**src/rtl/pipelined_carry_skip_adder.sv**
```systemverilog
// Purpose: pipelined carry-skip adder/subtractor, one BLOCK_SIZE-bit carry-skip block per stage.
// Latency: NUM_BLOCKS cycles from the accepting edge to out_valid; one operation per cycle.
// Backpressure: a result held with out_ready low stalls every stage and drops in_ready.
//
// Ports:
//   clk, rst_n            single rising-edge clock, asynchronous active-low reset
//   in_valid / in_ready   operation handshake (A, B, Cin, sub captured on transfer)
//   A, B                  operands; sub=0 gives A+B+Cin, sub=1 gives A-B (Cin ignored)
//   out_valid / out_ready result handshake
//   Sout, Cout, ovf       sum modulo 2^OPERAND_SIZE, carry out of MSB, signed overflow
module pipelined_carry_skip_adder #(
    parameter int OPERAND_SIZE = 32,
    parameter int BLOCK_SIZE   = 8
) (
    input  logic                    clk,
    input  logic                    rst_n,
    input  logic                    in_valid,
    output logic                    in_ready,
    input  logic [OPERAND_SIZE-1:0] A,
    input  logic [OPERAND_SIZE-1:0] B,
    input  logic                    Cin,
    input  logic                    sub,
    output logic                    out_valid,
    input  logic                    out_ready,
    output logic [OPERAND_SIZE-1:0] Sout,
    output logic                    Cout,
    output logic                    ovf
);

    // Guarded copies so a bad parameter set reaches the elaboration error
    // below instead of a divide-by-zero.
    localparam int SAFE_BS    = (BLOCK_SIZE < 1) ? 1 : BLOCK_SIZE;
    localparam int NUM_BLOCKS = OPERAND_SIZE / SAFE_BS;

    generate
        if (BLOCK_SIZE < 1) begin : g_bad_block_size
            $error("pipelined_carry_skip_adder: BLOCK_SIZE must be at least 1");
        end else if ((OPERAND_SIZE % BLOCK_SIZE) != 0) begin : g_bad_operand_size
            $error("pipelined_carry_skip_adder: OPERAND_SIZE must be a multiple of BLOCK_SIZE");
        end
    endgenerate

    // Level k holds the state entering stage k; level NUM_BLOCKS is the
    // output register. Operands are kept full width and B is stored already
    // inverted for subtraction, so every stage is a plain adder block.
    logic                    r_vld   [0:NUM_BLOCKS];
    logic                    r_carry [0:NUM_BLOCKS];
    logic [OPERAND_SIZE-1:0] r_sum   [0:NUM_BLOCKS];
    logic [OPERAND_SIZE-1:0] r_a     [0:NUM_BLOCKS-1];
    logic [OPERAND_SIZE-1:0] r_b     [0:NUM_BLOCKS-1];
    logic                    r_ovf;

    logic [OPERAND_SIZE-1:0] w_nsum   [0:NUM_BLOCKS-1];
    logic                    w_ncarry [0:NUM_BLOCKS-1];
    logic [SAFE_BS:0]        w_chain  [0:NUM_BLOCKS-1];
    logic [SAFE_BS-1:0]      w_prop   [0:NUM_BLOCKS-1];
    logic                    w_stall;
    logic                    w_ovf;

    assign w_stall   = r_vld[NUM_BLOCKS] & ~out_ready;
    assign in_ready  = ~w_stall;
    assign out_valid = r_vld[NUM_BLOCKS];
    assign Sout      = r_sum[NUM_BLOCKS];
    assign Cout      = r_carry[NUM_BLOCKS];
    assign ovf       = r_ovf;

    // Stage k: ripple chain over its bits, then the skip mux forwards the
    // block carry-in straight to carry-out when every bit propagates.
    always_comb begin
        for (int k = 0; k < NUM_BLOCKS; k++) begin
            w_nsum[k]     = r_sum[k];
            w_chain[k]    = '0;
            w_prop[k]     = '0;
            w_chain[k][0] = r_carry[k];
            for (int i = 0; i < SAFE_BS; i++) begin
                w_prop[k][i]              = r_a[k][k*SAFE_BS+i] ^ r_b[k][k*SAFE_BS+i];
                w_nsum[k][k*SAFE_BS+i]    = w_prop[k][i] ^ w_chain[k][i];
                w_chain[k][i+1]           = (r_a[k][k*SAFE_BS+i] & r_b[k][k*SAFE_BS+i])
                                          | (w_prop[k][i] & w_chain[k][i]);
            end
            w_ncarry[k] = (&w_prop[k]) ? r_carry[k] : w_chain[k][SAFE_BS];
        end
    end

    // Signed overflow: carry into the MSB differs from carry out of it.
    assign w_ovf = w_chain[NUM_BLOCKS-1][SAFE_BS-1] ^ w_ncarry[NUM_BLOCKS-1];

    always_ff @(posedge clk or negedge rst_n) begin
        if (!rst_n) begin
            for (int k = 0; k <= NUM_BLOCKS; k++) begin
                r_vld[k]   <= 1'b0;
                r_carry[k] <= 1'b0;
                r_sum[k]   <= '0;
            end
            for (int k = 0; k < NUM_BLOCKS; k++) begin
                r_a[k] <= '0;
                r_b[k] <= '0;
            end
            r_ovf <= 1'b0;
        end else if (!w_stall) begin
            // in_ready is 1 here, so in_valid alone marks a transfer.
            r_vld[0] <= in_valid;
            r_sum[0] <= '0;
            if (in_valid) begin
                r_a[0]     <= A;
                r_b[0]     <= sub ? ~B : B;
                r_carry[0] <= sub ? 1'b1 : Cin;
            end
            for (int k = 0; k < NUM_BLOCKS; k++) begin
                r_vld[k+1]   <= r_vld[k];
                r_sum[k+1]   <= w_nsum[k];
                r_carry[k+1] <= w_ncarry[k];
            end
            for (int k = 1; k < NUM_BLOCKS; k++) begin
                r_a[k] <= r_a[k-1];
                r_b[k] <= r_b[k-1];
            end
            r_ovf <= w_ovf;
        end
    end

endmodule

```
**config.mk**
```make
export PLATFORM = sky130hd
export DESIGN_NAME = pipelined_carry_skip_adder
export DESIGN_NICKNAME = d
export VERILOG_FILES = /design/src/rtl/pipelined_carry_skip_adder.sv
export SDC_FILE = /design/constraint.sdc
export NUM_CORES = 1
export LEC_CHECK = 0
export BUFFER_PORTS_ARGS = -buffer_cell sky130_fd_sc_hd__buf_4
export CELL_PAD_IN_SITES_DETAIL_PLACEMENT = 1
export CELL_PAD_IN_SITES_GLOBAL_PLACEMENT = 2
export CORE_AREA = 2 2 168 170
export DETAILED_ROUTE_END_ITERATION = 7
export DIE_AREA = 0 0 170 172
export PLACE_DENSITY_LB_ADDON = 0.1
export SLEW_MARGIN = 15
export SYNTH_ARGS = -nofsm -noshare
export SYNTH_HDL_FRONTEND = slang
export SYNTH_SLANG_ARGS = --single-unit
export TNS_END_PERCENT = 20
```
**constraint.sdc**
```tcl
create_clock -name clk -period 10.1 [get_ports clk]
set_input_delay 1.01 -clock clk [delete_from_list [all_inputs] [get_ports clk]]
set_output_delay 1.01 -clock clk [all_outputs]
set_load 0.02 [all_outputs]
```
* Word-level counts from Yosys, hierarchy flattened
Cells that the tools add are included.
** Word-level totals
- Flip-flop bits (word level) :: 347
- Bits of input ports :: 70
- Output and inout bits :: 36
- Logic and storage cells :: 199
** Cells by class
- Muxes and demuxes :: 6
- Bitwise logic cells :: 165
- Reductions and logical operators :: 5
** Operator list (count)
- bitwise AND 1 bit :: 65
- bitwise XOR 1 bit :: 65
- two-way mux 32 bit :: 1
- NOT 32 bit :: 1
- OR 1 bit :: 32
- AND reduction 8 bit :: 4
- two-way mux 1 bit :: 5
- NOT 1 bit :: 2
- AND reduction 2 bit :: 1

* Logic depth before layout (Yosys ltp)
Gate-level depths: netlist of the first run.
- Depth after elaboration :: 19
- Mapped depth :: 14
- Mapped depth without buffers :: 14

* Worst setup path before layout of the first run
No wires, ideal clock.
- Kind :: reg2reg
- Start point :: reg r_carry[1] (netlist name)
- End point :: reg r_ovf, in the netlist ovf
- Setup time :: 0.134 ns
- Arrival time :: 3.659 ns
- Path slack :: 6.307 ns
- Stages on the path, launching flop included :: 13
- Period minus slack after synthesis :: 3.793 ns
- Cell sequence :: dfrtp_1 -> inv_1 -> fa_1 -> inv_1 -> fa_1 -> fa_1 -> fa_1 -> fa_1 -> fa_1 -> fa_1 -> or2_2 -> a2111oi_0 -> nor3_1
** On the way
- Longest elaborated chain between the ends :: 18
** Ends and longest elaborated chain
- start: declaration :: RTL line 47 : logic r_carry [0:NUM_BLOCKS];
- start signal: indexed assignment :: RTL line 112 : r_carry[k+1] <= w_ncarry[k];
- bitwise AND 1 bit :: RTL line 79 : | (w_prop[k][i] & w_chain[k][i]);
- OR 1 bit :: RTL line 79
- bitwise AND 1 bit :: RTL line 79
- OR 1 bit :: RTL line 79
- bitwise AND 1 bit :: RTL line 79
- OR 1 bit :: RTL line 79
- bitwise AND 1 bit :: RTL line 79
- OR 1 bit :: RTL line 79
- [... 2 more ...]
- bitwise AND 1 bit :: RTL line 79
- OR 1 bit :: RTL line 79
- bitwise AND 1 bit :: RTL line 79
- OR 1 bit :: RTL line 79
- bitwise AND 1 bit :: RTL line 79
- OR 1 bit :: RTL line 79
- two-way mux 1 bit :: RTL line 81 : w_ncarry[k] = (&w_prop[k]) ? r_carry[k] : w_chain[k][SAFE_BS];
- bitwise XOR 1 bit * :: RTL line 86 : assign w_ovf = w_chain[NUM_BLOCKS-1][SAFE_BS-1] ^ w_ncarry[NUM_BLOCKS-1];
- end signal: assignment :: RTL line 118 : r_ovf <= w_ovf;
- end: declaration :: RTL line 51 : logic r_ovf;
Every way passes the cells marked *; elsewhere a longest branch is shown, timed or not.
A chain may end at the register's enable or synchronous reset.

* Final worst setup path of the first run
Same ends and word-level chain as after synthesis.

==> metrics.yaml, run 1 <==
outcome: "finished clean"
drive_above_1_share_pct: 16.2
diodes: 0
cts.repair.resized: 0
cts_inserted_buffers: 28
core_area_um2: 27500
startpoint: "r_carry[1]"
grt_usage_pct: 17.8
ys_ff_latch: 251
async_flop_share_pct: 100
synthDistinctLibCells: 33
rows: 61
clk_latency_ps: 540
yosys_most_used_dff: "dfrtp_1"
grt.met1_usage_pct: 27.2
synthTopCellsByArea: "dfrtp_1 56%, nand2_1 17%, fa_1 5.8%"
vdd_drop_max_uv: 127
grt_setup_unrepaired: "false"
syn_nets: 1256
start_util_pct: 40.5
cts_tree: "done"
drc: 0
die_x_um: 170
grt_pass1_wl_um: 41700
antenna_found_initial: 0
max_cap_viol_count: 0
min_path_type: "flip-flop to flip-flop"
pin_count: 106
synth.avg_cell_area_um2: 9.92
syn-cell-area_um2: 11100
final_cell_count_no_fill: 1540
nets: 1306
vias: 7322
fin_ws_ps: 6040
numClockSinks: 251
critPathMaxFanout: 5
synthDominantCellAreaShare_pct: 56.4
grt_util_met3_pct: 2.72
hold_violations: 0
skew_ps: 9.62
grt-ovfl-total: 0
timing.rr.start: "r_carry[1]"
cp.arrival_ps: 4470
netlist_instances: 1122
cts_setup_buffers: 0
synth_edf_count: 0
max_freq_mhz: 247
setup_viol: 0
holdPathStages: 2
end_kind: "flip-flop"
reg2reg_depth: 12
vias_per_cell: 4.75
grt-busiest-layer: "met1"
grt_pass1_vias: 7639
dpl.hpwl_um: 16300
p_per_area_nw_per_um2: 340
cp-start-kind: "flip-flop"
finalCriticalPeriod_ps: 4060
dp_cells: 1488
port-buffer-count: 105
ctsLongestPathBuffers: 3
die-area_um2: 29200
drtPass1Iterations: 5
dpl_worst_slack_ps: 6060
grt_max_degree: 113
fin_area_um2: 13000
path_clk_slew_ps: 60
antenna_left: 0
drt_first_iter_violations: 398
wl_um: 24900
hold_start: "Sout[9]"
slew_viol_final: 0
timing.final.crit_share_pct: 40.2
die_height_um: 172
rrSetupSlack_ps: 6040
synth.most_common_cell: "nand2_1"
fin_tns_setup_ps: 0
yosys-top-cells-count: "493 x nand2_1, 251 x dfrtp_1, 70 x a21oi_1, 34 x buf_4"
synth_top_area_cell: "dfrtp_1"
post_dp_cell_area_um2: 11900
cp.required_ps: 10510
leakage_nw: 6.48
ys_seq_area_share_pct: 56.4
relSlewSlack_pct: 36.7
grt_use_met2_pct: 26.9
place.gp.congestion: 0.749
ys_warn_count: 0
wire_per_inst_um: 16.1
syn_to_final_growth_pct: 16.5
worstMarginPinSlew_ps: 949
cts_max_level: 1
clock-root-buffer: "clkbuf_16"
critPathKind: "flip-flop to flip-flop"
cts_hold_buffers: 0
## sequential cells by signal, summed over array words and instances (netlist names)
register / cells
Cout: 1
Sout: 32
out_valid: 1
ovf: 1
r_a: 80
r_b: 80
r_carry: 4
r_sum: 48
r_vld: 4
## cells by family after synthesis
family	share of synthesized area [%]
and+or+nand+nor	18.2
DFF	56.4
buffers and inverters	5.75
AOI/OAI and AO/OA	4.64
adders and majority gates	9.35
xor gates and xnor gates	2.52
muxes	3.07
## path summary, 6_finish.rpt
path	to
setup / recovery	ovf
hold / removal	Sout[9]
setup reg to reg	ovf
hold reg to reg	Sout[9]
max in group asynchronous	r_b[81]
min in group asynchronous	r_a[110]
## layout make-up
| type | instances | area (um^2) |
|---|---|---|
| Sequential cell | 251 | 6280 |
| Tap cell | 346 | 433 |
| Fill cell | 3080 | 14500 |
| Clock buffer | 39 | 803 |
| Clock inverter | 13 | 265 |
| Multi-Input combinational cell | 750 | 4220 |
| Inverter | 29 | 114 |
| Timing Repair Buffer | 112 | 848 |
## stage by stage
step | utilization [%] | total power, mW | hold WS, ps
2_1_floorplan | - | 2.79 | 430
3_3_place_gp | 43.3 | 3.22 | 450
3_5_place_dp | 43.3 | 3.29 | 456
4_1_cts | 47.2 | 4.48 | 469
5_1_grt | 47.2 | 4.79 | 484
6_report | 47.2 | 4.41 | 462
## layer usage
layer / part of all wire (%) / routed length, um
met1: 53 / 13100
met3: 3.7 / 924
met5: 0 / 0
met4: 1.3 / 316
met2: 42 / 10600
## critical path: stages, from the launching register on
cell	delay (ps)
dfrtp_1	420
inv_1	90
fa_1	170
inv_1	50
fa_1	390
fa_1	390
fa_1	380
fa_1	380
fa_1	400
fa_1	460
or2_2	300
a2111oi_0	410
nor3_1	80
## power breakdown
group | internal [mW] | total [mW] | switching, mW
Sequential | 1.47 | 1.79 | 0.320
Clock | 0.756 | 1.17 | 0.411
Combinational | 0.593 | 1.46 | 0.863
## placed cells by master (no fill, tap or decap), types with 2 or more instances in the layout
cell type	synthesis	final
clkbuf_1	27	6
nor2_1	11	11
bufinv_16	0	8
mux2_2	29	29
o21ai_0	16	16
o21a_1	3	3
clkbuf_16	0	29
nand2_1	493	493
ha_1	32	32
xnor2_1	30	30
o31ai_1	3	3
nand3_1	4	4
nand4_1	8	8
clkinv_2	0	5
buf_4	34	111
a21oi_1	70	70
nor2b_1	3	2
dfrtp_1	251	251
fa_1	32	32
inv_1	28	28
nor3_1	4	4
clkbuf_8	0	4
xor2_1	2	2
No activity file was read; power rests on OpenSTA's default activity.
==> run 2: changes to the inputs <==
Settings changed: ABC_AREA set to 1, CORE_AREA 2 2 168 170 to 2 2 177 179, DIE_AREA 0 0 170 172 to 0 0 179 181.
Clock period 10.1 ns to 3.95 ns, I/O delays scaled along.
==> run 2 against run 1 <==
  * Clock power increased by 110%
  * Via count increased by 0.36%
  * Worst hold slack got worse by 420 ps
  * Maximum frequency increased by 7.7%
  * Die area increased by 11%
  * Sequential cell count unchanged
  * Clock skew decreased by 1.3 ps
  * Total power increased by 130%
  * Core utilization decreased by 4.9 points
  * Cell count increased by 7.6%
  * First-iteration DRC count decreased by 16%
  * Critical endpoint is now r_carry[2]
==> metrics.yaml, run 2 <==
grt_setup_unrepaired: "true"
wire_per_inst_um: 14.5
max_cap_viol_count: 0
max_freq_mhz: 266
switching_share_pct: 36.8
rows: 64
vdd_drop_max_uv: 306
startpoint: "r_carry[3]"
yosys-top-cells-count: "586 x nand2_1, 251 x dfrtp_1, 81 x o21ai_0, 48 x inv_1, 39 x buf_4"
slew_viol_final: 0
diodes: 0
leakage_nw: 6.62
p_comb_share_pct: 31.8
die_x_um: 179
skew_ps: 8.36
antenna_left: 0
power_frac_seq_pct: 43.7
dpl.hpwl_um: 15700
ys_warn_count: 0
synthDominantCellAreaShare_pct: 56.6
clock-root-buffer: "clkbuf_16"
pin_count: 106
cp-start-kind: "flip-flop"
end_kind: "flip-flop"
hold_slack_ps: 46.1
critPathKind: "flip-flop to flip-flop"
worst_path_most_repeated_cell: "fa_1"
vias_per_cell: 4.43
relSlewSlack_pct: 37.6
yosys_most_used_dff: "dfrtp_1"
finalCriticalPeriod_ps: 3770
synth_top_area_cell: "dfrtp_1"
synth_edf_count: 0
syn-cell-area_um2: 11100
reg_top3: "r_a (80), r_b (80), r_sum (48)"
worstMarginPinSlew_ps: 936
grt_pass1_vias: 7811
timing.rr.start: "r_carry[3]"
layout_commonest_cell: "nand2_1"
syn_nets: 1319
port-buffer-count: 105
crit_chain: "inv_1 -> fa_1 -> inv_1 -> fa_1 -> fa_1 -> fa_1 -> fa_1 -> fa_1 -> fa_1 -> inv_1 -> fa_1 -> a21oi_1 -> o21ai_1 -> o21ai_0"
final_cell_mix: "586 x nand2_1, 251 x dfrtp_1, 110 x buf_4, 77 x o21ai_0, 47 x inv_1"
syn_to_final_growth_pct: 15.5
synth.most_common_cell: "nand2_1"
critPathMaxFanout: 3
grt_pass1_wl_um: 40800
synthDistinctLibCells: 21
p_clk_share_pct: 24.5
die-area_um2: 32400
cell_internal_pwr_mw: 6.39
netlist_instances: 1185
grt_max_degree: 115
ctsLongestPathBuffers: 3
min_path_type: "input pin to flip-flop"
crit_buf_inv: 3
ys_ff_latch: 251
slowest_stage: "dfrtp_1"
cp.required_ps: 4340
async_flop_share_pct: 100
drt_first_iter_violations: 335
setup_viol: 0
cts_inserted_buffers: 28
hold_start: "A[27]"
ys_seq_area_share_pct: 56.6
total_power_mw: 10.1
cts_max_level: 1
vias: 7348
cp.arrival_ps: 4150
drc: 0
cts_setup_buffers: 0
numClockSinks: 251
start_util_pct: 36.6
clk_latency_ps: 540
synth.avg_cell_area_um2: 9.37
grt_usage_pct: 15.5
synthTopCellsByArea: "dfrtp_1 57%, nand2_1 20%, fa_1 5.8%"
die_height_um: 181
drive_above_1_share_pct: 12.4
nets: 1374
path_clk_slew_ps: 60
drtPass1Iterations: 4
hold_violations: 0
wl_um: 24000
grt-ovfl-total: 0
p_per_area_nw_per_um2: 788
slowest_delay_ps: 410
cpLargestDelayFamily: "adder cells"
core_area_um2: 30300
power_switching_mw: 3.72
cts_tree: "done"
timing.final.crit_share_pct: 95.3
antenna_found_initial: 0
place.gp.congestion: 0.731
outcome: "finished clean"
-- run 2: changes by cell type after synthesis, sizes merged, moves of 16 or more --
| cell | delta |
|---|---|
| clkbuf | -16 |
| inv | +21 |
| a21oi | -69 |
| nand2 | +94 |
| o21ai | +79 |
| mux2 | -30 |
-- run 2: area by class of cell --
cell class              instances  area, um^2
fillers                      3532       17500
flip-flops and latches        251        6280
multi-input cells             795        4090
repair buffers                114         891
clock buffers                  46         808
well taps                     396         495
inverters                      50         193
clock inverters                 5        61.3
-- run 2: power groups by stage --
stage	sequential, mW	clock, mW	combinational (mW)
global placement	4.43	0	3.20
floorplan	4.25	0	2.45
CTS	4.43	2.57	3.32
global route	4.58	2.65	3.82
finish	4.41	2.47	3.22
detailed placement	4.47	0	3.28
-- run 2: worst paths after layout --
| check | endpoint | slack [ps] | cells past startpoint |
|---|---|---|---|
| worst max-delay path | r_carry[2] | 180 | 14 |
| worst min-delay path | r_a[123] | 50 | 3 |
| worst max register to register | r_carry[2] | 180 | 14 |
| worst min register to register | out_valid | 450 | 2 |
| max in group asynchronous | r_a[88] | 2650 | 3 |
| min in group asynchronous | Sout[15] | 470 | 2 |
-- run 2: timing repair --
item,CTS,global route
endpoints found under the hold margin,95,0
resized for setup,0,6
setup endpoints to repair,0,5
hold buffers,1,0
-- run 2: metrics by stage --
| stage | utilization, % | cells | setup slack, ps | setup TNS, ps | cell area, um^2 |
|---|---|---|---|---|---|
| 6_report | 42.2 | 1657 | 185 | 0 | 12800 |
| 5_1_grt | 42.2 | 1657 | -22.2 | -22.2 | 12800 |
| 4_1_cts | 42.2 | 1657 | 58.2 | 0 | 12800 |
| 3_5_place_dp | 39.3 | 1605 | 76.5 | 0 | 11900 |
| 3_3_place_gp | 39.3 | 1605 | 177 | 0 | 11900 |
| 2_1_floorplan | - | 1185 | 319 | 0 | 11100 |
-- run 2: metal layers --
| layer | vias to the layer above | routed length, um | track usage [%] |
|---|---|---|---|
| li1 | 3700 | - | - |
| met1 | 3499 | 13300 | 25.1 |
| met2 | 121 | 9340 | 21.6 |
| met3 | 28 | 995 | 2.42 |
| met4 | 0 | 340 | 3.41 |
| met5 | - | 0 | 0 |
-- run 2: kinds of logic after synthesis --
| family | Yosys count | synth area share [%] |
|---|---|---|
| xor+xnor | 32 | 2.53 |
| simple gates | 602 | 20.6 |
| fa+ha+maj | 64 | 9.38 |
| flops | 251 | 56.6 |
| compound gates | 97 | 4.39 |
| buf+inv | 139 | 6.57 |
-- run 2: worst register-to-register path, delay by kind of cell (launching register included) --
kind	cells	cell delay, ps
fa+ha+maj	8	2650
flops	1	410
compound gates	3	310
buf+inv	3	240
==> run 3: changes to the inputs <==
Settings changed: CORE_AREA 2 2 177 179 to 2 2 158 199, DIE_AREA 0 0 179 181 to 0 0 160 201.
==> run 3 against run 2 <==
  * Clock power up 8.1%
  * Worst hold slack worse by 2.4 ps
  * Core utilization up 0.11 points
  * Critical path type unchanged
  * Largest power group unchanged
  * Total power up 2.0%
==> metrics.yaml, run 3 (same netlist as run 2, synthesis figures left out) <==
outcome: "finished clean"
critPathKind: "flip-flop to flip-flop"
cp.arrival_ps: 4230
grt_usage_pct: 15.3
power_switching_mw: 3.71
wl_um: 24000
antenna_left: 0
rows: 72
finalCriticalPeriod_ps: 3770
pin_count: 106
p_clk_share_pct: 25.9
max_freq_mhz: 265
ctsLongestPathBuffers: 3
syn_to_final_growth_pct: 16.2
place.gp.congestion: 0.755
numClockSinks: 251
grt_pass1_wl_um: 40700
dpl_worst_slack_ps: 51.4
vias: 7296
die-area_um2: 32200
cts_inserted_buffers: 27
die_height_um: 201
cts_setup_buffers: 0
wl_met3_um: 838
fin_ws_ps: 181
diodes: 0
final_cell_mix: "586 x nand2_1, 251 x dfrtp_1, 111 x buf_4, 79 x o21ai_0, 47 x inv_1"
drtPass1Iterations: 4
core_area_um2: 30400
post-route-util_pct: 42.4
switching_share_pct: 36.0
layout_commonest_cell: "nand2_1"
path_clk_slew_ps: 60
hold_violations: 0
port-buffer-count: 105
nets: 1373
leakage_nw: 6.65
drc: 0
worst_path_most_repeated_cell: "fa_1"
start_util_pct: 36.5
grt-ovfl-total: 0
slowest_delay_ps: 410
wire_per_inst_um: 14.4
cts_max_level: 1
clk_latency_ps: 540
grt_pass1_vias: 7731
dp_cells: 1616
total_power_mw: 10.3
antenna_found_initial: 0
slew_viol_final: 0
highest_layer: "met4"
power_frac_seq_pct: 42.7
timing.final.crit_share_pct: 95.4
final_cell_count_no_fill: 1664
vdd_drop_max_uv: 697
worstMarginPinSlew_ps: 793
drt_first_iter_violations: 398
hold_slack_ps: 43.8
die_x_um: 160
end_kind: "flip-flop"
critPathMaxFanout: 2
reg_top3: "r_a (80), r_b (80), r_sum (48)"
post_dp_cell_area_um2: 11900
cp-start-kind: "flip-flop"
relSlewSlack_pct: 47.1
skew_ps: 15.0
grt_max_degree: 184
crit_chain: "inv_1 -> fa_1 -> inv_1 -> fa_1 -> fa_1 -> fa_1 -> fa_1 -> fa_1 -> fa_1 -> inv_1 -> fa_1 -> o21ai_1"
p_per_area_nw_per_um2: 799
dpl.hpwl_um: 15200
max_cap_viol_count: 0
cts_tree: "done"
clock-root-buffer: "clkbuf_16"
fin_tns_setup_ps: 0
min_path_type: "input pin to flip-flop"
p_comb_share_pct: 31.4
grt_setup_unrepaired: "false"
cell_internal_pwr_mw: 6.59
drive_above_1_share_pct: 13.1
setup_viol: 0
dr_wl_met2_um: 10200
cp.required_ps: 4410
fillCellCount: 3556
vias_per_cell: 4.38
wl_met1_um: 12600
slowest_stage: "fa_1"
fin_area_um2: 12900
## run 3: changes by cell type in the layout (fill, tap and decap cells not counted), sizes merged
cell / previous run / this run
clkbuf: 46 / 34
bufinv: 1 / 5
clkinvlp: 0 / 3
clkinv: 4 / 5
## run 3: layout make-up
type / instances / area [um^2] / area share, %
Multi-Input combinational cell: 795 / 4100 / 31.8
Clock inverter: 13 / 198 / 1.53
Clock buffer: 34 / 742 / 5.75
Sequential cell: 251 / 6280 / 48.7
Timing Repair Buffer: 114 / 878 / 6.81
Tap cell: 407 / 509 / 3.95
Inverter: 50 / 193 / 1.49
## run 3: what timing repair did
item,CTS,global route
hold buffers,1,0
endpoints found under the hold margin,94,0
resized for setup,0,6
setup endpoints to repair,0,5
## run 3: critical path, delay by kind of cell (launching register included)
family	cells	cell delay, ps
buffers and inverters	3	240
adder cells (fa/ha/maj)	8	2940
AO/OA/AOI/OAI	1	130
flip-flops	1	380
## run 3: metal layers
metal / up-vias / global-route usage [%]
li1: 3688 / -
met1: 3473 / 23.4
met2: 102 / 23.1
met3: 33 / 2.00
met4: 0 / 4.09
met5: - / 0
## run 3: power groups by stage
stage	Sequential, mW	Combinational (mW)	Clock [mW]
after floorplan	4.25	2.45	0
after global placement	4.41	3.20	0
after detailed placement	4.45	3.29	0
after CTS	4.42	3.33	2.77
after global routing	4.57	3.80	2.88
final	4.40	3.24	2.67
## run 3: worst paths after layout
path | startpoint | endpoint | slack, ps | cells after the start
setup / recovery | r_a[96] | r_sum[103] | 180 | 12
hold / removal | A[5] | r_a[101] | 40 | 3
setup reg to reg | r_a[96] | r_sum[103] | 180 | 12
hold reg to reg | r_b[83] | r_b[51] | 460 | 2
max in group asynchronous | rst_n | r_b[125] | 2420 | 3
min in group asynchronous | rst_n | r_b[99] | 450 | 2
